## src/rtl/ecc_enc_dec.sv

```systemverilog
// ecc_enc_dec
// APB-programmable extended-Hamming (SECDED) encoder/decoder.
// Software loads DATA_IN, CODEWORD_WIDTH and NOISE, then writes CTRL to launch
// one operation: encode, decode, or full channel (encode, add noise, decode).
// The result is registered one cycle after the CTRL write, together with a
// one-cycle operation_done pulse and the number of detected errors.
//
// Codeword layout for an n-bit word:
//   Hamming position p (1..n-1) lives in bit p-1.
//   Parity bits sit at the power-of-two positions.
//   Data bits fill the remaining positions in ascending order.
//   Bit n-1 holds the overall parity, so the XOR of all n bits is zero.
//   Bits at or above n are always zero.

module ecc_enc_dec #(
   parameter int DATA_WIDTH      = 32,
   parameter int AMBA_ADDR_WIDTH = 20,
   parameter int AMBA_WORD       = 32
) (
   input  logic                       clk,
   input  logic                       rst,
   input  logic [AMBA_ADDR_WIDTH-1:0] PADDR,
   input  logic [AMBA_WORD-1:0]       PWDATA,
   input  logic                       PENABLE,
   input  logic                       PSEL,
   input  logic                       PWRITE,
   output logic [AMBA_WORD-1:0]       PRDATA,
   output logic [DATA_WIDTH-1:0]      data_out,
   output logic                       operation_done,
   output logic [1:0]                 num_of_errors
);

   // Register addresses, compared against the full PADDR.
   localparam logic [AMBA_ADDR_WIDTH-1:0] ADDR_CTRL  = AMBA_ADDR_WIDTH'(32'h00);
   localparam logic [AMBA_ADDR_WIDTH-1:0] ADDR_DATA  = AMBA_ADDR_WIDTH'(32'h04);
   localparam logic [AMBA_ADDR_WIDTH-1:0] ADDR_WIDTH = AMBA_ADDR_WIDTH'(32'h08);
   localparam logic [AMBA_ADDR_WIDTH-1:0] ADDR_NOISE = AMBA_ADDR_WIDTH'(32'h0C);

   // Operation codes held in CTRL.
   localparam logic [1:0] OP_ENCODE = 2'd0;
   localparam logic [1:0] OP_DECODE = 2'd1;
   localparam logic [1:0] OP_FULL   = 2'd2;
   localparam logic [1:0] OP_NOP    = 2'd3;

   // Error count encodings reported on num_of_errors.
   localparam logic [1:0] ERR_NONE   = 2'd0;
   localparam logic [1:0] ERR_SINGLE = 2'd1;
   localparam logic [1:0] ERR_DOUBLE = 2'd2;

   // Decoder result: corrected data plus error classification.
   typedef struct packed {
      logic [31:0] data;
      logic [1:0]  errs;
   } dec_result_t;

   logic [1:0]            ctrl_reg;
   logic [DATA_WIDTH-1:0] data_in_reg;
   logic [1:0]            width_reg;
   logic [DATA_WIDTH-1:0] noise_reg;

   logic        wr_en;
   logic        start_op;
   logic        pending;
   logic [31:0] enc_word;
   logic [31:0] chan_word;
   logic [31:0] dec_in;
   dec_result_t dec_res;
   logic [31:0] result_data;
   logic [1:0]  result_errs;

   // Codeword length n selected by CODEWORD_WIDTH; codes 2 and 3 both mean 32.
   function automatic int code_len(input logic [1:0] w);
      case (w)
         2'd0:    code_len = 8;
         2'd1:    code_len = 16;
         default: code_len = 32;
      endcase
   endfunction

   // Mask keeping only the low n bits of a word.
   function automatic logic [31:0] width_mask(input logic [1:0] w);
      case (w)
         2'd0:    width_mask = 32'h0000_00FF;
         2'd1:    width_mask = 32'h0000_FFFF;
         default: width_mask = 32'hFFFF_FFFF;
      endcase
   endfunction

   // Builds the extended-Hamming codeword for the low k bits of d.
   // Each data bit at position p contributes p to the syndrome; the parity
   // bits are then set to that syndrome so the full word's syndrome is zero.
   function automatic logic [31:0] hamming_encode(input logic [31:0] d,
                                                  input logic [1:0]  w);
      logic [31:0] cw;
      logic [4:0]  syn;
      logic [4:0]  bi;
      int          n;
      int          di;
      n   = code_len(w);
      cw  = '0;
      syn = '0;
      di  = 0;
      for (int p = 1; p < 32; p++) begin
         bi = 5'(p - 1);
         if ((p < n) && ((p & (p - 1)) != 0)) begin
            cw[bi] = d[5'(di)];
            if (d[5'(di)]) begin
               syn = syn ^ 5'(p);
            end
            di = di + 1;
         end
      end
      for (int j = 0; j < 5; j++) begin
         if ((1 << j) < n) begin
            cw[5'((1 << j) - 1)] = syn[3'(j)];
         end
      end
      cw[5'(n - 1)] = ^cw;
      return cw;
   endfunction

   // Decodes the low n bits of word: corrects a single error, flags a double.
   function automatic dec_result_t hamming_decode(input logic [31:0] word,
                                                  input logic [1:0]  w);
      dec_result_t res;
      logic [31:0] cw;
      logic [4:0]  syn;
      logic [4:0]  bi;
      logic        q;
      int          n;
      int          di;
      n   = code_len(w);
      cw  = word & width_mask(w);
      syn = '0;
      q   = ^cw;
      for (int p = 1; p < 32; p++) begin
         bi = 5'(p - 1);
         if ((p < n) && cw[bi]) begin
            syn = syn ^ 5'(p);
         end
      end
      res.errs = ERR_NONE;
      if (q) begin
         res.errs = ERR_SINGLE;
         if (syn != 5'd0) begin
            cw[syn - 5'd1] = ~cw[syn - 5'd1];
         end
      end else if (syn != 5'd0) begin
         res.errs = ERR_DOUBLE;
      end
      res.data = '0;
      di       = 0;
      for (int p = 1; p < 32; p++) begin
         bi = 5'(p - 1);
         if ((p < n) && ((p & (p - 1)) != 0)) begin
            res.data[5'(di)] = cw[bi];
            di = di + 1;
         end
      end
      return res;
   endfunction

   assign wr_en    = PSEL && PENABLE && PWRITE;
   assign start_op = wr_en && (PADDR == ADDR_CTRL) && (PWDATA[1:0] != OP_NOP);

   // APB register writes; unmapped addresses are ignored.
   always_ff @(posedge clk) begin
      if (rst) begin
         ctrl_reg    <= '0;
         data_in_reg <= '0;
         width_reg   <= '0;
         noise_reg   <= '0;
      end else if (wr_en) begin
         case (PADDR)
            ADDR_CTRL:  ctrl_reg    <= PWDATA[1:0];
            ADDR_DATA:  data_in_reg <= DATA_WIDTH'(PWDATA);
            ADDR_WIDTH: width_reg   <= PWDATA[1:0];
            ADDR_NOISE: noise_reg   <= DATA_WIDTH'(PWDATA);
            default: ;
         endcase
      end
   end

   // Combinational read mux; anything other than a mapped read returns zero.
   always_comb begin
      PRDATA = '0;
      if (PSEL && !PWRITE) begin
         case (PADDR)
            ADDR_CTRL:  PRDATA = AMBA_WORD'(ctrl_reg);
            ADDR_DATA:  PRDATA = AMBA_WORD'(data_in_reg);
            ADDR_WIDTH: PRDATA = AMBA_WORD'(width_reg);
            ADDR_NOISE: PRDATA = AMBA_WORD'(noise_reg);
            default:    PRDATA = '0;
         endcase
      end
   end

   // Datapath: encode, channel noise, decode and result selection by CTRL.
   always_comb begin
      enc_word  = hamming_encode(32'(data_in_reg), width_reg);
      chan_word = enc_word ^ (32'(noise_reg) & width_mask(width_reg));
      dec_in    = (ctrl_reg == OP_FULL) ? chan_word : 32'(data_in_reg);
      dec_res   = hamming_decode(dec_in, width_reg);
      if (ctrl_reg == OP_ENCODE) begin
         result_data = enc_word;
         result_errs = ERR_NONE;
      end else begin
         result_data = dec_res.data;
         result_errs = dec_res.errs;
      end
   end

   // Launch tracking and result registers; done follows the launch by one cycle.
   always_ff @(posedge clk) begin
      if (rst) begin
         pending        <= 1'b0;
         operation_done <= 1'b0;
         data_out       <= '0;
         num_of_errors  <= ERR_NONE;
      end else begin
         pending        <= start_op;
         operation_done <= pending;
         if (pending) begin
            data_out      <= DATA_WIDTH'(result_data);
            num_of_errors <= result_errs;
         end
      end
   end

endmodule

```

## config.mk

```make
export PLATFORM = sky130hd
export DESIGN_NAME = ecc_enc_dec
export DESIGN_NICKNAME = d
export VERILOG_FILES = /design/src/rtl/ecc_enc_dec.sv
export SDC_FILE = /design/constraint.sdc
export NUM_CORES = 1
export LEC_CHECK = 0
export CORE_MARGIN = 2
export CORE_UTILIZATION = 50
export CTS_CLUSTER_DIAMETER = 40
export DETAILED_ROUTE_END_ITERATION = 7
export GPL_ROUTABILITY_DRIVEN = 0
export MAX_ROUTING_LAYER = met4
export PLACE_DENSITY = 0.74
export SETUP_SLACK_MARGIN = 0.4
export SLEW_MARGIN = 20
export SYNTH_ARGS = -nofsm -noshare
export SYNTH_HDL_FRONTEND = slang
export SYNTH_SLANG_ARGS = --single-unit
```

## constraint.sdc

```tcl
create_clock -name clk -period 13.85 [get_ports clk]
set_clock_uncertainty 0.05 [all_clocks]
set_input_delay 1.385 -clock clk [delete_from_list [all_inputs] [get_ports clk]]
set_output_delay 1.385 -clock clk [all_outputs]
set_load 0.01 [all_outputs]
```

==> Yosys cells after proc, flatten, opt, wreduce, memory -nomap -nowiden <==
Cells that the tools add are included.
{ "totals": {"register_bits": 104, "input_bits": 57, "output_inout_bits": 67} }
{ "classes": {"n_addsub": 26, "magnitude_cmp": 85, "eq_ne": 6, "n_mux": 334, "bitwise": 59, "n_reduce_logical": 74} }
{ "ops": {"columns": ["op", "count"], "rows": [
  ["$mux W32", 28],
  ["$bwmux W32", 27],
  ["$mux W5", 40],
  ["$lt A5 B7 Y1 const B", 26],
  ["$mux W4", 38],
  ["$demux W1 S5", 27],
  ["$ge A5 B1 Y1 const B", 27],
  ["$bmux W1 S5", 26],
  ["$pmux W32 S4", 1],
  ["$add A5 B2 Y5 const B", 23],
  ["$mux W1", 114],
  ["$lt A5 B6 Y1 const A", 16],
  ["$and A32 B32 Y32", 2],
  ["$pmux W32 S2", 1],
  ["$reduce_xor A32 Y1", 2],
  ["$logic_and A1 B1 Y1", 63],
  ["$mux W31", 2],
  ["$mux W3", 18],
  ["$not A3 Y3", 18],
  ["$lt A4 B6 Y1 const A", 8],
  ["$not A2 Y2", 21],
  ["$eq A20 B4 Y1 const B", 2],
  ["$xor A32 B32 Y32", 1],
  ["$not A4 Y4", 7],
  ["other kinds (21)", 46]
]} }

==> Longest topological paths before layout <==
Gate-level depths: netlist of the first run.
{ "logic_depth": {"depth_word": 202, "ltp_mapped": 28, "ltp_nobuf": 21} }

==> Least setup slack after synthesis of the first run <==
OpenSTA, ideal clock, no wires.
{ "synth_path": {"path_kind": "register to register", "startpoint": "reg width_reg[0]", "endpoint": "reg data_out[12]", "setup_ns": 0.137, "t_arrival_ns": 6.458, "setup_slack_ns": 7.205, "stages_incl_launch_ff": 25, "n_path_buf": 5, "synth_period_minus_slack_ns": 6.645, "path_cell_list": "dfxtp_1 > buf_4 > or2_1 > clkbuf_1 > clkbuf_1 > clkbuf_1 > ha_1 > inv_2 > mux4_2 > mux2i_1 > a31oi_2 > xnor3_1 > xnor3_1 > xnor3_1 > xnor2_2 > inv_2 > buf_1 > ha_1 > xor2_1 > mux2i_1 > mux2i_2 > nor3_2 > o41ai_1 > a221oi_1 > a211oi_1"} }
{ "synth_via": {"elab_chain_cells": 182} }
{ "synth_lines": {"columns": ["element", "line_no", "source"], "rows": [
  ["start: declaration", "58", "logic [1:0] width_reg;"],
  ["start signal: assignment", "177", "ADDR_WIDTH: width_reg <= PWDATA[1:0];"],
  ["parallel branches: the longest is 181 deep, another holds $lt A2 B6 Y1", null, null],
  ["$mux W32 (*)", "204", "if (ctrl_reg == OP_ENCODE) begin"],
  ["end signal: assignment", "224", "data_out <= DATA_WIDTH'(result_data);"],
  ["end: declaration", "28", "output logic [DATA_WIDTH-1:0] data_out,"]
]} }
Every way passes the cells marked *. The select of a mux whose other input is x is not followed.
A chain may end at the register's enable or synchronous reset.

==> Worst setup path in the final report of the first run <==
{ "layout_path": {"startpoint": "reg width_reg[0]", "endpoint": "reg data_out[24]"} }
Same word-level chain as after synthesis.

==> run metrics, run 1 <==
outcome complete, no violations; postcts setup bufs 0; htree depth 3; final critical-path setup slack 5.51 ns; final-report max-slew violation count 0; Slew Limit Headroom 24.2%; Synth Area in XOR/XNOR 17.5%; kind of start point of the critical path flip-flop; slowest CP cell sky130_fd_sc_hd__a311oi_1; number of buffer and inverter stages on the critical path 2; number of placement rows 49; routed via count 9,491; sequential cell area fraction in the yosys report 23.1%; pre-CTS setup slack 5.91 ns; final hold vios 0; iteration count of the initial detailed-routing pass 7; arrival time at the worst endpoint 8.56 ns; async set-reset flop share out of synthesis 0%; most used cells in the layout excluding fill and tap cells sky130_fd_sc_hd__nand2_1 (210), sky130_fd_sc_hd__clkdlybuf4s50_1 (121), sky130_fd_sc_hd__a21oi_1 (111); number of maximum-capacitance violations 0; end of the worst register-to-register path data_out[24]; crit-path max cell delay 0.78 ns; post-synthesis average cell area 7.62 µm²; Setup TNS 0 ns; Clk Tree Root Cell sky130_fd_sc_hd__clkbuf_16; wire length reported by the detailed router 32,000 µm; Port Buf Inserts 123; ports placed on the boundary 124; dominant combinational cell family by area after synthesis simple AND/OR/NAND/NOR gates; post-synthesis compound-gate area fraction 19.8%; final routed DRC violation total 0; Post-synth EDFFs 0; worst hold path class reg -> reg; Achievable Freq 120 MHz; routed wire length per instance 21.8 µm; Period Utilization, post-route 60.2%; fraction of layout cells with a size suffix above 1 7.10%; CP endpoint data_out[24]; summed instance area of the synthesized netlist 9010 µm²; clock tree from TritonCTS yes; maximum number of pins on one net before global-route repair 98; start of the worst register-to-register path width_reg[0]; required time at the endpoint of the critical path 14.08 ns; remaining antenna violation count 0; number of global-route vias before repair 8,758; latest clock arrival within the worst-skew pair 0.37 ns; count of cells along the worst register-to-register path 19; pwr dens 55.9 nW/µm²; time the worst path needs with I/O delays and setup 8.34 ns; # hold bufs at CTS 0; number of register bits inferred by synthesis 104; post-synth net total 1,248; maximum buffer depth of the clock tree 2; vertical die dimension 138 µm; most frequently used flop master after synthesis sky130_fd_sc_hd__dfxtp_1; sort of element at the end of the critical path flip-flop; leakage power figure 3.52 nW; Core Box Area 17,800 µm²; worst voltage drop across the vdd grid 0.0844 mV; category of the most critical setup path reg -> reg; HPWL after detailed placement 23,500 µm; CTS clock-pin slew for the worst setup and hold paths 0.08 ns; Chip Width 138 µm; share of cell area taken by muxes after synthesis 10.1%; critical path peak fanout 25; number of distinct standard cells referenced by the synthesized netlist 86; net total in the final layout 1,299; wire length of the first global-routing pass 49,800 µm; number of instances resized during post-cts repair 0; family with the most delay on the worst path simple AND/OR/NAND/NOR gates; post-synthesis instance total 1,183; most common cell after layout, fill and taps aside sky130_fd_sc_hd__nand2_1; Critical path origin width_reg[0]; Yosys warning total 0; final setup violating endpoints 0; Clock Sink Count 104; number of antenna violations at the first check in global routing 1; critical-path cell list or2_1, buf_4, ha_1, nand3_1, a311oi_1, a221oi_1, nor2_1, xnor3_1, xnor3_1, xnor2_2, inv_2, ha_1, xor2_1, mux2i_1, mux2i_2, nor2_1, nor4_1, o211ai_1, a311oi_1; post-synthesis share of cell area spent on full adders, half adders and majority gates 1.22%; starting utilization of the core area 50.5%; setup slack, reg-to-reg 5.51 ns; setup repair after global routing missed its margin no; Die Footprint 19,100 µm²; post-synthesis share of cell area spent on and, or, nand and nor gates 22.9%; number of logic stages on the critical path including buffering 19; total congestion overflow after global routing 0; number of DRC markers after the initial detailed-route iteration 1,464; Slew @ Worst Pin 1.14 ns; smallest hold slack 0.405 ns; area added between synthesis and finish 16.8%; number of buffers added by the clock tree synthesis step 9; via count normalized by instance count 6.46; Total GRT Usage 33.4%
Yosys cell counts (4+ instances only):
library cell / count / area share [%]
sky130_fd_sc_hd__buf_2: 18 / 1.0
sky130_fd_sc_hd__and2_1: 10 / 0.69
sky130_fd_sc_hd__o211ai_1: 8 / 0.67
sky130_fd_sc_hd__nor2_1: 108 / 4.5
sky130_fd_sc_hd__xor2_1: 38 / 3.7
sky130_fd_sc_hd__nor4_1: 14 / 0.97
sky130_fd_sc_hd__a22oi_1: 6 / 0.50
sky130_fd_sc_hd__and3_1: 7 / 0.49
sky130_fd_sc_hd__nor3_2: 5 / 0.56
sky130_fd_sc_hd__a211oi_1: 19 / 1.6
sky130_fd_sc_hd__xnor2_1: 73 / 7.1
sky130_fd_sc_hd__dfxtp_1: 104 / 23
sky130_fd_sc_hd__nand4_1: 10 / 0.69
sky130_fd_sc_hd__a221oi_1: 7 / 0.68
sky130_fd_sc_hd__or4_1: 4 / 0.33
sky130_fd_sc_hd__nor4b_1: 5 / 0.49
sky130_fd_sc_hd__or3_1: 4 / 0.28
sky130_fd_sc_hd__xnor3_1: 17 / 4.2
sky130_fd_sc_hd__nor3_1: 14 / 0.78
sky130_fd_sc_hd__or2_2: 4 / 0.28
sky130_fd_sc_hd__mux2_2: 5 / 0.62
sky130_fd_sc_hd__clkbuf_1: 67 / 2.8
sky130_fd_sc_hd__o31ai_1: 4 / 0.33
sky130_fd_sc_hd__mux2i_1: 65 / 7.2
sky130_fd_sc_hd__a31oi_1: 15 / 1.0
sky130_fd_sc_hd__buf_1: 7 / 0.29
sky130_fd_sc_hd__nand3b_1: 4 / 0.33
sky130_fd_sc_hd__o22ai_1: 6 / 0.42
sky130_fd_sc_hd__a21oi_1: 111 / 6.2
sky130_fd_sc_hd__nand3_1: 34 / 1.9
sky130_fd_sc_hd__o21ai_1: 5 / 0.28
sky130_fd_sc_hd__a311oi_1: 14 / 1.4
sky130_fd_sc_hd__mux4_2: 8 / 2.0
sky130_fd_sc_hd__o221ai_1: 4 / 0.39
sky130_fd_sc_hd__xnor2_2: 5 / 0.90
sky130_fd_sc_hd__inv_2: 4 / 0.17
sky130_fd_sc_hd__nand2_1: 211 / 8.8
sky130_fd_sc_hd__inv_1: 16 / 0.67
sky130_fd_sc_hd__nand2b_1: 11 / 0.76
sky130_fd_sc_hd__ha_1: 8 / 1.1
sky130_fd_sc_hd__o21ai_0: 35 / 1.9
power by group:
group / internal, mW / switching (mW)
sequential: 0.299 / 0.0000000659
combinational: 0.0167 / 0.0126
clock: 0.135 / 0.125
cell families (layout without fill, tap and decap cells):
group,Yosys count,after routing
AND/OR/NAND/NOR,458,458
AO/OA/AOI/OAI,277,277
XOR/XNOR,139,139
buffers and inverters,116,172
flip-flops,104,104
multiplexers,80,80
adder cells (fa/ha/maj),9,9
other,0,1
layer usage:
layer / share of wire [%] / global-route usage (%) / vias up
li1: - / - / 4279
met1: 40 / 43.4 / 4391
met2: 44 / 49.7 / 668
met3: 11 / 7.34 / 153
met4: 5.1 / 15.8 / 0
met5: 0 / - / -
layout make-up:
type / instances / area (µm²)
diodes: 1 / 2.50
clock buffers: 11 / 253
clock inverters: 5 / 46.3
fillers: 1651 / 7310
inverters: 20 / 75.1
multi-input cells: 963 / 6460
flip-flops and latches: 104 / 2080
well taps: 229 / 287
repair buffers: 136 / 1320
through the flow:
step	total power [mW]	util, %	std cells	cell area [µm²]
6_report	0.588	59.0	1469	10500
5_1_grt	0.601	59.0	1469	10500
4_1_cts	0.590	59.0	1468	10500
3_5_place_dp	0.335	57.3	1452	10200
3_3_place_gp	0.335	57.3	1452	10200
2_1_floorplan	0.315	-	1183	9010
worst min path at each step:
stage / from / endpoint / slack [ns] / depth (start not counted)
floorplan: data_in_reg[28] / data_in_reg[28] / 0.39 / 2
global placement: num_of_errors[1] / num_of_errors[1] / 0.40 / 2
detailed placement: data_out[8] / data_out[8] / 0.40 / 2
CTS: data_out[8] / data_out[8] / 0.41 / 2
global route: data_out[8] / data_out[8] / 0.43 / 2
finish: data_out[8] / data_out[8] / 0.40 / 2
worst min-delay path: cells and delay by family (launching register included):
kind / cells / cell delay (ns)
flip-flops: 1 / 0.31
AND/OR/NAND/NOR: 1 / 0.05
AO/OA/AOI/OAI: 1 / 0.05
No activity file was read; power rests on OpenSTA's default activity.
==> run 2, diff against run 1 <==
--- a/config.mk
+++ b/config.mk
@@ -11,7 +11,7 @@
 export DETAILED_ROUTE_END_ITERATION = 7
 export GPL_ROUTABILITY_DRIVEN = 0
 export MAX_ROUTING_LAYER = met4
-export PLACE_DENSITY = 0.74
+export PLACE_DENSITY = 0.77
 export SETUP_SLACK_MARGIN = 0.4
 export SLEW_MARGIN = 20
 export SYNTH_ARGS = -nofsm -noshare
==> constraint.sdc (replaced) <==
create_clock -name clk -period 6.75 [get_ports clk]
set_clock_uncertainty 0.05 [all_clocks]
set_input_delay 0.675 -clock clk [delete_from_list [all_inputs] [get_ports clk]]
set_output_delay 0.675 -clock clk [all_outputs]
set_load 0.01 [all_outputs]
==> run metrics, run 2 (synthesis gave the netlist of run 1 again) <==
category of the most critical setup path reg -> reg; Total GRT Usage 33.9% (+0.44 points); vertical die dimension 138 µm (unchanged); number of DRC markers after the initial detailed-route iteration 1,718 (+17%); total congestion overflow after global routing 0 (unchanged); worst hold path class reg -> reg; via count normalized by instance count 6.53 (+1.1%); smallest hold slack 0.404 ns (-0.000334 ns); most common cell after layout, fill and taps aside sky130_fd_sc_hd__nand2_1; net total in the final layout 1,339 (+3.1%); Clock Sink Count 104 (unchanged); Critical path origin width_reg[0]; HPWL after detailed placement 24,400 µm (+3.6%); start of the worst register-to-register path width_reg[0]; arrival time at the worst endpoint 6.39 ns (-2.17 ns); Sequential cell area 2080 µm² (about the same); number of placement rows 49 (unchanged); pwr dens 108 nW/µm² (+93%); final hold vios 0 (unchanged); number of maximum-capacitance violations 0 (unchanged); routed wire length per instance 22.2 µm (+1.9%); Achievable Freq 161 MHz (+34%); clock tree from TritonCTS yes; area added between synthesis and finish 23.4%; Port Buf Inserts 123 (unchanged); Setup TNS 0 ns (unchanged); kind of start point of the critical path flip-flop; outcome complete, but fails checks; end of the worst register-to-register path data_out[12]; wire length of the first global-routing pass 49,900 µm (+0.29%); crit-path max cell delay 0.53 ns (-0.25 ns); CP endpoint data_out[12]; number of global-route vias before repair 8,710 (-0.55%); critical path peak fanout 13 (-48%); required time at the endpoint of the critical path 6.94 ns (-7.14 ns); setup slack, reg-to-reg 0.55 ns (-4.97 ns); Clk Tree Root Cell sky130_fd_sc_hd__clkbuf_16; family with the most delay on the worst path XOR/XNOR gates; final-report max-slew violation count 0 (unchanged); maximum buffer depth of the clock tree 2 (unchanged); number of logic stages on the critical path including buffering 20 (+1); count of fill cells added during filler insertion 1,549 (-6.2%); Core Box Area 17,800 µm² (unchanged); time the worst path needs with I/O delays and setup 6.20 ns (-2.13 ns); number of antenna violations at the first check in global routing 1 (unchanged); slowest CP cell sky130_fd_sc_hd__xnor3_4; sort of element at the end of the critical path flip-flop; ports placed on the boundary 124 (unchanged); Period Utilization, post-route 91.9% (+32 points); fraction of layout cells with a size suffix above 1 12.3% (+5.2 points); Final Power 1.20 mW (+100%); wire length reported by the detailed router 33,500 µm (+4.7%); count of cells along the worst register-to-register path 20 (+1); number of buffers added by the clock tree synthesis step 9 (unchanged); setup repair after global routing missed its margin no; CTS clock-pin slew for the worst setup and hold paths 0.07 ns (about the same); number of buffer and inverter stages on the critical path 2 (unchanged); area taken by multi-input logic gates 6770 µm² (+4.7%); final routed DRC violation total 1 (+1); maximum number of pins on one net before global-route repair 103 (+5.1%); Slew @ Worst Pin 1.06 ns (-0.0772 ns); final setup violating endpoints 0 (unchanged); remaining antenna violation count 0 (unchanged); most used cells in the layout excluding fill and tap cells sky130_fd_sc_hd__nand2_1 (209), sky130_fd_sc_hd__clkdlybuf4s50_1 (121), sky130_fd_sc_hd__a21oi_1 (109); leakage power figure 3.76 nW (+6.9%); depth of the worst hold-timing path 2 (unchanged); Chip Width 138 µm (unchanged); latest clock arrival within the worst-skew pair 0.36 ns (about the same); critical-path cell list or2_1, ha_2, buf_4, mux2i_1, nand2_1, nand2_1, xnor2_2, xnor3_1, nor2_2, xnor3_2, xnor3_1, o31a_2, xnor2_4, xnor3_4, buf_12, xnor2_4, a21oi_2, o41ai_1, a221oi_1, a211oi_1; worst voltage drop across the vdd grid 0.156 mV (+85%); Slew Limit Headroom 29.3% (+5.1 points); violated checks DRC; routed via count 9,853 (+3.8%); starting utilization of the core area 50.5% (unchanged); Die Footprint 19,100 µm² (unchanged); iteration count of the initial detailed-routing pass 8 (+1); htree depth 3 (unchanged)
[run 2: cell types whose count changed in the layout (fill, tap and decap cells not counted), sizes merged]
cell and delta:
buf +38, nor3 +1, clkinv -1, inv +1
xnor3 +1
[run 2: timing repair]
action	CTS	global route
endpoints found under the setup margin	28	31
buffers inserted	0	13
gates resized for setup	14	32
gates cloned	0	2
hold buffers	0	0
pin swaps	1	10
[run 2: routing by layer]
metal | vias to the layer above | GRT usage, % | part of all wire, %
li1 | 4356 | - | -
met1 | 4510 | 44.3 | 38
met2 | 802 | 48.7 | 43
met3 | 185 | 7.72 | 13
met4 | 0 | 18.2 | 6.6
met5 | - | - | 0
[run 2: cell type report]
cell class                 instances  share of cell area (%)
timing repair buffer             174                    14.6
sequential                       104                    18.7
multi-input combinational        965                    60.8
clock inverter                     5                   0.416
antenna                            1                  0.0225
inverter                          20                   0.697
tap                              229                    2.58
clock buffer                      11                    2.18
[run 2: tightest hold or removal path: cells and delay by family, from the launching register on]
kind / cells / cell delay, ns
AND/OR/NAND/NOR: 1 / 0.05
flip-flops: 1 / 0.31
AO/OA/AOI/OAI: 1 / 0.05
[run 2: how the worst min path moves through the flow]
stage / start / endpoint / slack (ns)
finish: data_out[8] / data_out[8] / 0.40
global route: noise_reg[21] / noise_reg[21] / 0.45
CTS: data_out[8] / data_out[8] / 0.41
detailed placement: data_out[8] / data_out[8] / 0.40
global placement: data_out[8] / data_out[8] / 0.39
floorplan: data_in_reg[28] / data_in_reg[28] / 0.39
[run 2: where the power goes]
part / internal, mW / switching (mW)
Clock: 0.268 / 0.259
Combinational: 0.0342 / 0.0256
Sequential: 0.613 / 0.000000127
Total: 0.915 / 0.285
[run 2: stage by stage]
step	setup WS, ns	util (%)	area [µm²]	std cells
global route	0.386	62.4	11100	1509
CTS	0.401	60.6	10800	1493
global placement	0.205	58.5	10400	1477
finish	0.546	62.4	11100	1509
detailed placement	0.0437	58.5	10400	1477
floorplan	0.420	-	9040	1183
